`src/rtl/fifo_wr_arbiter.sv`:
```
// fifo_wr_arbiter: round-robin arbiter sharing one FIFO write port among NUM_REQ producers,
// granting bounded bursts and rotating ownership so no producer starves.
module fifo_wr_arbiter #(
    parameter int NUM_REQ   = 4,
    parameter int DATA_W    = 32,
    parameter int MAX_BURST = 4
) (
    input  logic                        clk,
    input  logic                        rst,
    input  logic [NUM_REQ-1:0]          req,
    input  logic [NUM_REQ*DATA_W-1:0]   req_data,
    output logic [NUM_REQ-1:0]          gnt,
    output logic [NUM_REQ-1:0]          ack,
    output logic [$clog2(NUM_REQ)-1:0]  owner,
    output logic                        busy,
    input  logic                        fifo_full,
    output logic                        fifo_wr,
    output logic [DATA_W-1:0]           fifo_wdata
);
    localparam int OW = $clog2(NUM_REQ);
    localparam int CW = $clog2(MAX_BURST + 1);

    typedef enum logic {IDLE, GRANT} state_e;

    state_e            state_q, state_d;
    logic [NUM_REQ-1:0] gnt_q, gnt_d;
    logic [OW-1:0]     owner_q, owner_d, last_q, last_d, win;
    logic [CW-1:0]     cnt_q, cnt_d;
    logic              win_vld, rel;

    // Scan from last_q+1 downwards in priority; later hits overwrite, so the nearest one wins.
    always_comb begin
        win     = '0;
        win_vld = 1'b0;
        for (int k = NUM_REQ; k >= 1; k--) begin
            if (req[(int'(last_q) + k) % NUM_REQ]) begin
                win     = OW'((int'(last_q) + k) % NUM_REQ);
                win_vld = 1'b1;
            end
        end
    end

    assign busy       = state_q == GRANT;
    assign gnt        = gnt_q;
    assign owner      = owner_q;
    assign fifo_wr    = busy & req[owner_q] & ~fifo_full;
    assign ack        = gnt_q & {NUM_REQ{fifo_wr}};
    assign fifo_wdata = busy ? req_data[owner_q*DATA_W +: DATA_W] : '0;
    assign rel        = busy & (~req[owner_q] | (fifo_wr & (cnt_q == CW'(MAX_BURST - 1))));

    always_comb begin
        state_d = state_q;
        gnt_d   = gnt_q;
        owner_d = owner_q;
        last_d  = last_q;
        cnt_d   = cnt_q;
        if (!busy || rel) begin
            state_d = win_vld ? GRANT : IDLE;
            gnt_d   = win_vld ? {{(NUM_REQ-1){1'b0}}, 1'b1} << win : '0;
            owner_d = win_vld ? win : owner_q;
            last_d  = win_vld ? win : last_q;
            cnt_d   = '0;
        end else if (fifo_wr) begin
            cnt_d = cnt_q + 1'b1;
        end
    end

    always_ff @(posedge clk or posedge rst) begin
        if (rst) begin
            state_q <= IDLE;
            gnt_q   <= '0;
            owner_q <= '0;
            last_q  <= OW'(NUM_REQ - 1);
            cnt_q   <= '0;
        end else begin
            state_q <= state_d;
            gnt_q   <= gnt_d;
            owner_q <= owner_d;
            last_q  <= last_d;
            cnt_q   <= cnt_d;
        end
    end
endmodule

```
`config.mk`:
```
export PLATFORM = sky130hd
export DESIGN_NAME = fifo_wr_arbiter
export DESIGN_NICKNAME = d
export VERILOG_FILES = /design/src/rtl/fifo_wr_arbiter.sv
export SDC_FILE = /design/constraint.sdc
export NUM_CORES = 1
export LEC_CHECK = 0
export CAP_MARGIN = 20
export CORE_AREA = 4 4 67 69
export DETAILED_ROUTE_END_ITERATION = 8
export DIE_AREA = 0 0 71 73
export DONT_BUFFER_PORTS = 1
export PLACE_DENSITY = 0.65
export SLEW_MARGIN = 20
export SYNTH_ARGS = -nofsm -noshare
export SYNTH_HDL_FRONTEND = slang
export SYNTH_SLANG_ARGS = --single-unit
```
`constraint.sdc`:
```
create_clock -name clk -period 2.3 [get_ports clk]
set_input_delay 0.46 -clock clk [delete_from_list [all_inputs] [get_ports clk]]
set_output_delay 0.46 -clock clk [all_outputs]
set_load 0.02 [all_outputs]
```
==> flow_summary.toml, run 1 <==
[timing]
relSlewSlack_pct = 56.0
fmax_mhz = 470
fin_crit_sh_pct = 92.6
setup_viol = 0
finalHoldViolCount = 0
rsz0062_at_grt = "no"
fin_setup_tns_ns = 0
fin_skew_ns = 0.00632
timing.final.max_slew_violations = 0
worst_pin_slew_ns = 0.654
period_minus_slack_ns = 2.13
whs_ns = 0.115

[pwr]
switchingPower_mw = 1.22
p_leak_nw = 0.619
power_switching_share_pct = 47.7
totalPowerFinal_mw = 2.56
internal_power_mw = 1.34
seqPwrFrac_pct = 16.9
powerDensity_nw_per_um2 = 1460
pwr-share-clk_pct = 7.5
p_comb_share_pct = 75.7
vdd_drop_max_uv = 806

[synth]
synth-edff-count = 0
yosysSeqAreaShare_pct = 18.6
synth-async-reset-ratio_pct = 100
syn_avg_cell_area_sq_um = 11.9
synth_ff_type = "dfrtp_1"
synth_top_area_share_pct = 45.8
yosys-top-cells-count = "and2_1 (37), mux4_2 (33), dfrtp_1 (10)"
yosys_warnings = 0
syn_inst = 137
synth_cell_types = 30
synth_area_leaders = "mux4_2 (46%), dfrtp_1 (15%), and2_1 (14%)"
netlist_area_sq_um = 1620
ys_ff_latch = 12
netlist.top_cell.by_area = "mux4_2"
syn-num-nets = 274
synth.most_common_cell = "and2_1"

[routing]
postRouteAntennaNets = 0
first_pass_iters = 4
wire_per_inst_microns = 28.9
wl_met2_microns = 2860
highest_layer = "met5"
drc = 0
drt-met1-wl_microns = 1710
vias = 1235
drt_iter0_drc = 43
via_per_inst = 6.60
wl_microns = 5400
wl_met3_microns = 683

[layout]
area_delta_synth_final_pct = 7.94
final_cell_area_sq_um = 1750
drive_above_1_share_pct = 37.0
nFillCells = 384
final_nets = 273
stdcell_count = 187

[die]
die_h_microns = 73
coreArea_sq_um = 3910
io_pins = 179
fp.dieW_microns = 71
die_area_sq_um = 5180
initial_utilization_pct = 41.5
core.rowCount = 23

[global_route]
grt_pass1_vias = 1299
grt_usage_pct = 18.9
grt_start_max_net_pins = 34
grt_pass1_wl_microns = 7510
antenna_found_initial = 4
grt_overflow = 0

[placement]
numPortBuffers = 0
place_area_sq_um = 1670
place_congestion = 0.869
dp_hpwl_microns = 4790
dp.cells = 179

[worst_setup_path]
critical_path_required_ns = 1.84
worst_path_largest_cell_delay_ns = 0.46
end_kind = "primary output"
cp_top_family = "simple AND/OR/NAND/NOR gates"
crit_arrival_ns = 1.67
critPathLaunchType = "flop"
crit_type = "flop to primary output"
cp_max_fo = 5
reg2reg_from = "owner[0]$_DFFE_PP0P_"
path_cells = "mux4_2 -> nand2_1 -> nor2_1 -> and2_1"
crit_slowest_cell = "dfrtp_2"
crit_start = "owner[0]$_DFFE_PP0P_"
crit_buf_inv = 0

[cts]
post_cts_resized = 0
clk_latency_ns = 0.24
cts_tree = "built"
cts_buffers = 3
clk_pin_slew_ns = 0.05
clock_sinks = 12
cts_root_buffer = "clkbuf_8"
htreeDepth = 1
cts_buffer_depth = 2

[worst_hold_path]
min_path_type = "input pin to async pin"

[run_status]
status = "finished, final reports clean"

[job]
cap_violations = 0
routing by layer:
metal / vias up / track usage, %
li1: 530 / -
met1: 599 / 19.5
met2: 88 / 33.1
met3: 14 / 10.2
met4: 4 / 5.64
met5: - / 0
cells in the final DEF, fill, tap and decap left out, types with 2 or more instances in the layout:
| cell type | count |
|---|---|
| dfrtp_1 | 9 |
| ha_1 | 2 |
| a32o_1 | 2 |
| dfstp_2 | 2 |
| clkbuf_8 | 3 |
| a21oi_1 | 4 |
| buf_4 | 5 |
| inv_1 | 5 |
| nor2b_1 | 2 |
| nand2_1 | 5 |
| o21ai_0 | 2 |
| and2_1 | 37 |
| mux4_2 | 33 |
| diode_2 | 2 |
| mux2_2 | 2 |
| nor2_1 | 3 |
| o31ai_1 | 2 |
logic make-up (layout without fill, tap and decap cells):
family / after synthesis / count (layout) / synth area share (%)
flip-flops: 12 / 12 / 18.6
AO/OA/AOI/OAI: 13 / 13 / 5.78
multiplexers: 36 / 36 / 47.8
adder cells (fa/ha/maj): 2 / 2 / 1.54
XOR/XNOR: 1 / 1 / 0.539
other: 0 / 2 / 0
buffers and inverters: 18 / 16 / 5.32
AND/OR/NAND/NOR: 55 / 55 / 20.4
flip-flops by register name, indices dropped and copies added (netlist names):
register / flops
owner: 2
gnt: 4
busy: 1
last_q: 2
cnt_q: 3
worst reg2reg max path, delay by kind of cell, from the launching register on:
kind	cells	cell delay (ns)
flip-flops	1	0.44
multiplexers	2	0.88
AND/OR/NAND/NOR	2	0.50
stage by stage:
stage	setup WS, ns	util [%]
6_report	0.171	44.8
5_1_grt	0.0272	44.8
4_1_cts	-0.000396	43.8
3_5_place_dp	0.254	42.7
3_3_place_gp	0.286	42.7
2_1_floorplan	0.140	-
path summary, 6_finish.rpt:
| check | slack, ns | cells after the start | to |
|---|---|---|---|
| max | 0.17 | 4 | ack[0] |
| min | 0.11 | 1 | gnt[3]$_DFFE_PP0P_ |
| max reg2reg | 0.37 | 4 | owner[0]$_DFFE_PP0P_ |
| min reg2reg | 0.53 | 2 | cnt_q[1]$_DFFE_PP0P_ |
| max in group asynchronous | 1.84 | 1 | last_q[0]$_DFFE_PP1P_ |
| min in group clk | 0.38 | 2 | busy$_DFFE_PP0P_ |
power groups by stage:
stage / Sequential, mW / Clock (mW) / Combinational (mW)
after floorplan: 0.414 / 0 / 1.71
after global placement: 0.442 / 0 / 1.83
after detailed placement: 0.450 / 0 / 1.87
after CTS: 0.447 / 0.200 / 1.87
after global routing: 0.444 / 0.213 / 2.08
final: 0.431 / 0.191 / 1.93
layout make-up:
type	count	area (sq um)	share of cell area [%]
tap	50	62.6	3.57
multi-input combinational	107	1230	70.4
clock buffer	4	45.0	2.57
antenna	2	5.00	0.286
inverter	5	18.8	1.07
sequential	12	304	17.3
timing repair buffer	7	82.6	4.71
timing repair:
item | in CTS | in global routing
setup endpoints to repair | 1 | 31
cloned | 0 | 1
pin swaps | 0 | 0
setup buffers | 0 | 1
hold buffers | 0 | 0
Power figures use the tool's default switching activity.
==> run 2, diff against run 1 <==
SETUP_SLACK_MARGIN = 0.4   (was default)
==> run 2 against run 1 <==
Fmax rose by 0.84%. Die area unchanged. Setup slack better by 0.018 ns. Critical path depth unchanged. Combinational power grew 37%. Routed wire length is 4.8% higher. Register-to-register slack barely moved. Design area up 16%. Critical path type unchanged. First-iteration DRC count increased by 44%. Total power is 29% higher. Sequential power barely moved. Clock power grew 7%.
==> flow_summary.toml, run 2 (same netlist as run 1, synthesis figures left out) <==
[run_status]
status = "finished, final reports clean"

[die]
coreArea_sq_um = 3910
core.rowCount = 23
fp.dieW_microns = 71
die_area_sq_um = 5180
initial_utilization_pct = 41.5
io_pins = 179
die_h_microns = 73

[worst_setup_path]
crit_type = "flop to primary output"
reg2reg_from = "owner[0]$_DFFE_PP0P_"
critical_path_required_ns = 1.84
crit_slowest_cell = "mux4_2"
regToRegEndpoint = "owner[0]$_DFFE_PP0P_"
crit_buf_inv = 2
cp_max_fo = 6
cp_top_family = "multiplexers"
worst_path_largest_cell_delay_ns = 0.50
end_kind = "primary output"
critPathLaunchType = "flop"
ff2ff_path_depth = 5
path_cells = "buf_4 -> buf_12 -> mux4_2 -> and2_4"
regToRegSetupSlack_ns = 0.38
crit_arrival_ns = 1.65

[routing]
via_per_inst = 6.86
wire_per_inst_microns = 28.7
drc = 0
drt_iter0_drc = 62
wl_microns = 5660
postRouteAntennaNets = 0
first_pass_iters = 4
vias = 1352

[global_route]
grt_pass1_wl_microns = 7870
met1_usage_pct = 22.6
grt_overflow = 0
grt_start_max_net_pins = 34
grt_usage_pct = 20.0
use_met3_pct = 7.30
grt.busiest_layer = "met2"
grt_pass1_vias = 1382
use_met2_pct = 35.7
antenna_found_initial = 2

[pwr]
vdd_drop_max_uv = 855
switchingPower_mw = 1.39
p_leak_nw = 0.799
p_comb_share_pct = 80.7
pwr-share-clk_pct = 6.2
seqPwrFrac_pct = 13.1
power_switching_share_pct = 42.2
powerDensity_nw_per_um2 = 1610
internal_power_mw = 1.90

[layout]
final_nets = 285
area_delta_synth_final_pct = 25.4
layout_commonest_cell = "and2_4"
stdcell_count = 197
n_antenna_cell = 0
largest_reg_flops = 4
drive_above_1_share_pct = 68.7
mostFrequentLayoutCells = "and2_4 (36), mux4_2 (33), buf_4 (10)"
nFillCells = 336

[placement]
place_congestion = 0.841
dp_hpwl_microns = 4590
numPortBuffers = 0
dp.cells = 180

[job]
cap_violations = 0

[timing]
timing.final.max_slew_violations = 0
rsz0062_at_grt = "yes"
fmax_mhz = 474
fin_setup_tns_ns = 0
setup_viol = 0
relSlewSlack_pct = 49.5
period_minus_slack_ns = 2.11
fin_skew_ns = 0.00246
worst_pin_slew_ns = 0.751
fin_crit_sh_pct = 91.8
finalHoldViolCount = 0

[cts]
holdBufCountCts = 0
clk_pin_slew_ns = 0.05
cts_tree = "built"
clock_sinks = 12
clk_latency_ns = 0.25
cts_buffer_depth = 2
htreeDepth = 1
cts_root_buffer = "clkbuf_8"
cts_buffers = 3

[worst_hold_path]
min_path_type = "input pin to async pin"
-- run 2: changes by cell type in the layout (fill, tap and decap cells not counted), sizes merged --
cell	previous run	this run
buf	6	17
clkbuf	5	6
diode	2	0
-- run 2: timing repair --
action	in CTS	in global routing
setup buffers	7	2
gates resized for setup	77	5
pin swaps	1	2
setup endpoints to repair	37	41
cloned	2	2
-- run 2: power by group through the flow --
stage	clock, mW	combinational (mW)	sequential, mW
2_1_floorplan	0	1.75	0.416
3_3_place_gp	0	1.91	0.424
3_5_place_dp	0	1.94	0.429
4_1_cts	0.210	2.50	0.424
5_1_grt	0.222	2.81	0.441
6_report	0.205	2.65	0.430
-- run 2: layout make-up --
type / instances / area [sq um] / area share (%)
timing repair buffer: 19 / 254 / 12.5
multi-input combinational: 107 / 1350 / 66.4
clock buffer: 4 / 45.0 / 2.21
sequential: 12 / 304 / 14.9
tap: 50 / 62.6 / 3.07
inverter: 5 / 18.8 / 0.921
-- run 2: worst max path at each step --
stage,from,end,slack [ns],depth (start not counted)
6_report,owner[0]$_DFFE_PP0P_,fifo_wdata[22],0.19,4
5_1_grt,owner[0]$_DFFE_PP0P_,fifo_wdata[3],0.16,4
4_1_cts,owner[0]$_DFFE_PP0P_,fifo_wdata[13],0.21,4
3_5_place_dp,owner[0]$_DFFE_PP0P_,fifo_wdata[26],0.40,3
3_3_place_gp,owner[0]$_DFFE_PP0P_,fifo_wdata[26],0.42,3
2_1_floorplan,owner[0]$_DFFE_PP0P_,fifo_wdata[10],0.35,4
-- run 2: metal layers --
metal	wire length, microns	vias up	part of all wire (%)
met5	24	-	0.42
met4	50	4	0.88
met3	652	7	12
met2	3150	103	56
met1	1790	688	32
li1	-	550	-
-- run 2: stage by stage --
stage | setup WS, ns | hold slack (ns) | power, mW | util [%] | cell area [sq um]
CTS | 0.208 | 0.109 | 3.14 | 50.0 | 1960
finish | 0.188 | 0.0922 | 3.29 | 52.0 | 2040
global route | 0.160 | 0.129 | 3.47 | 52.0 | 2040
detailed placement | 0.400 | 0.381 | 2.37 | 43.2 | 1690
floorplan | 0.347 | 0.323 | 2.17 | - | 1650
global placement | 0.416 | 0.369 | 2.33 | 43.2 | 1690
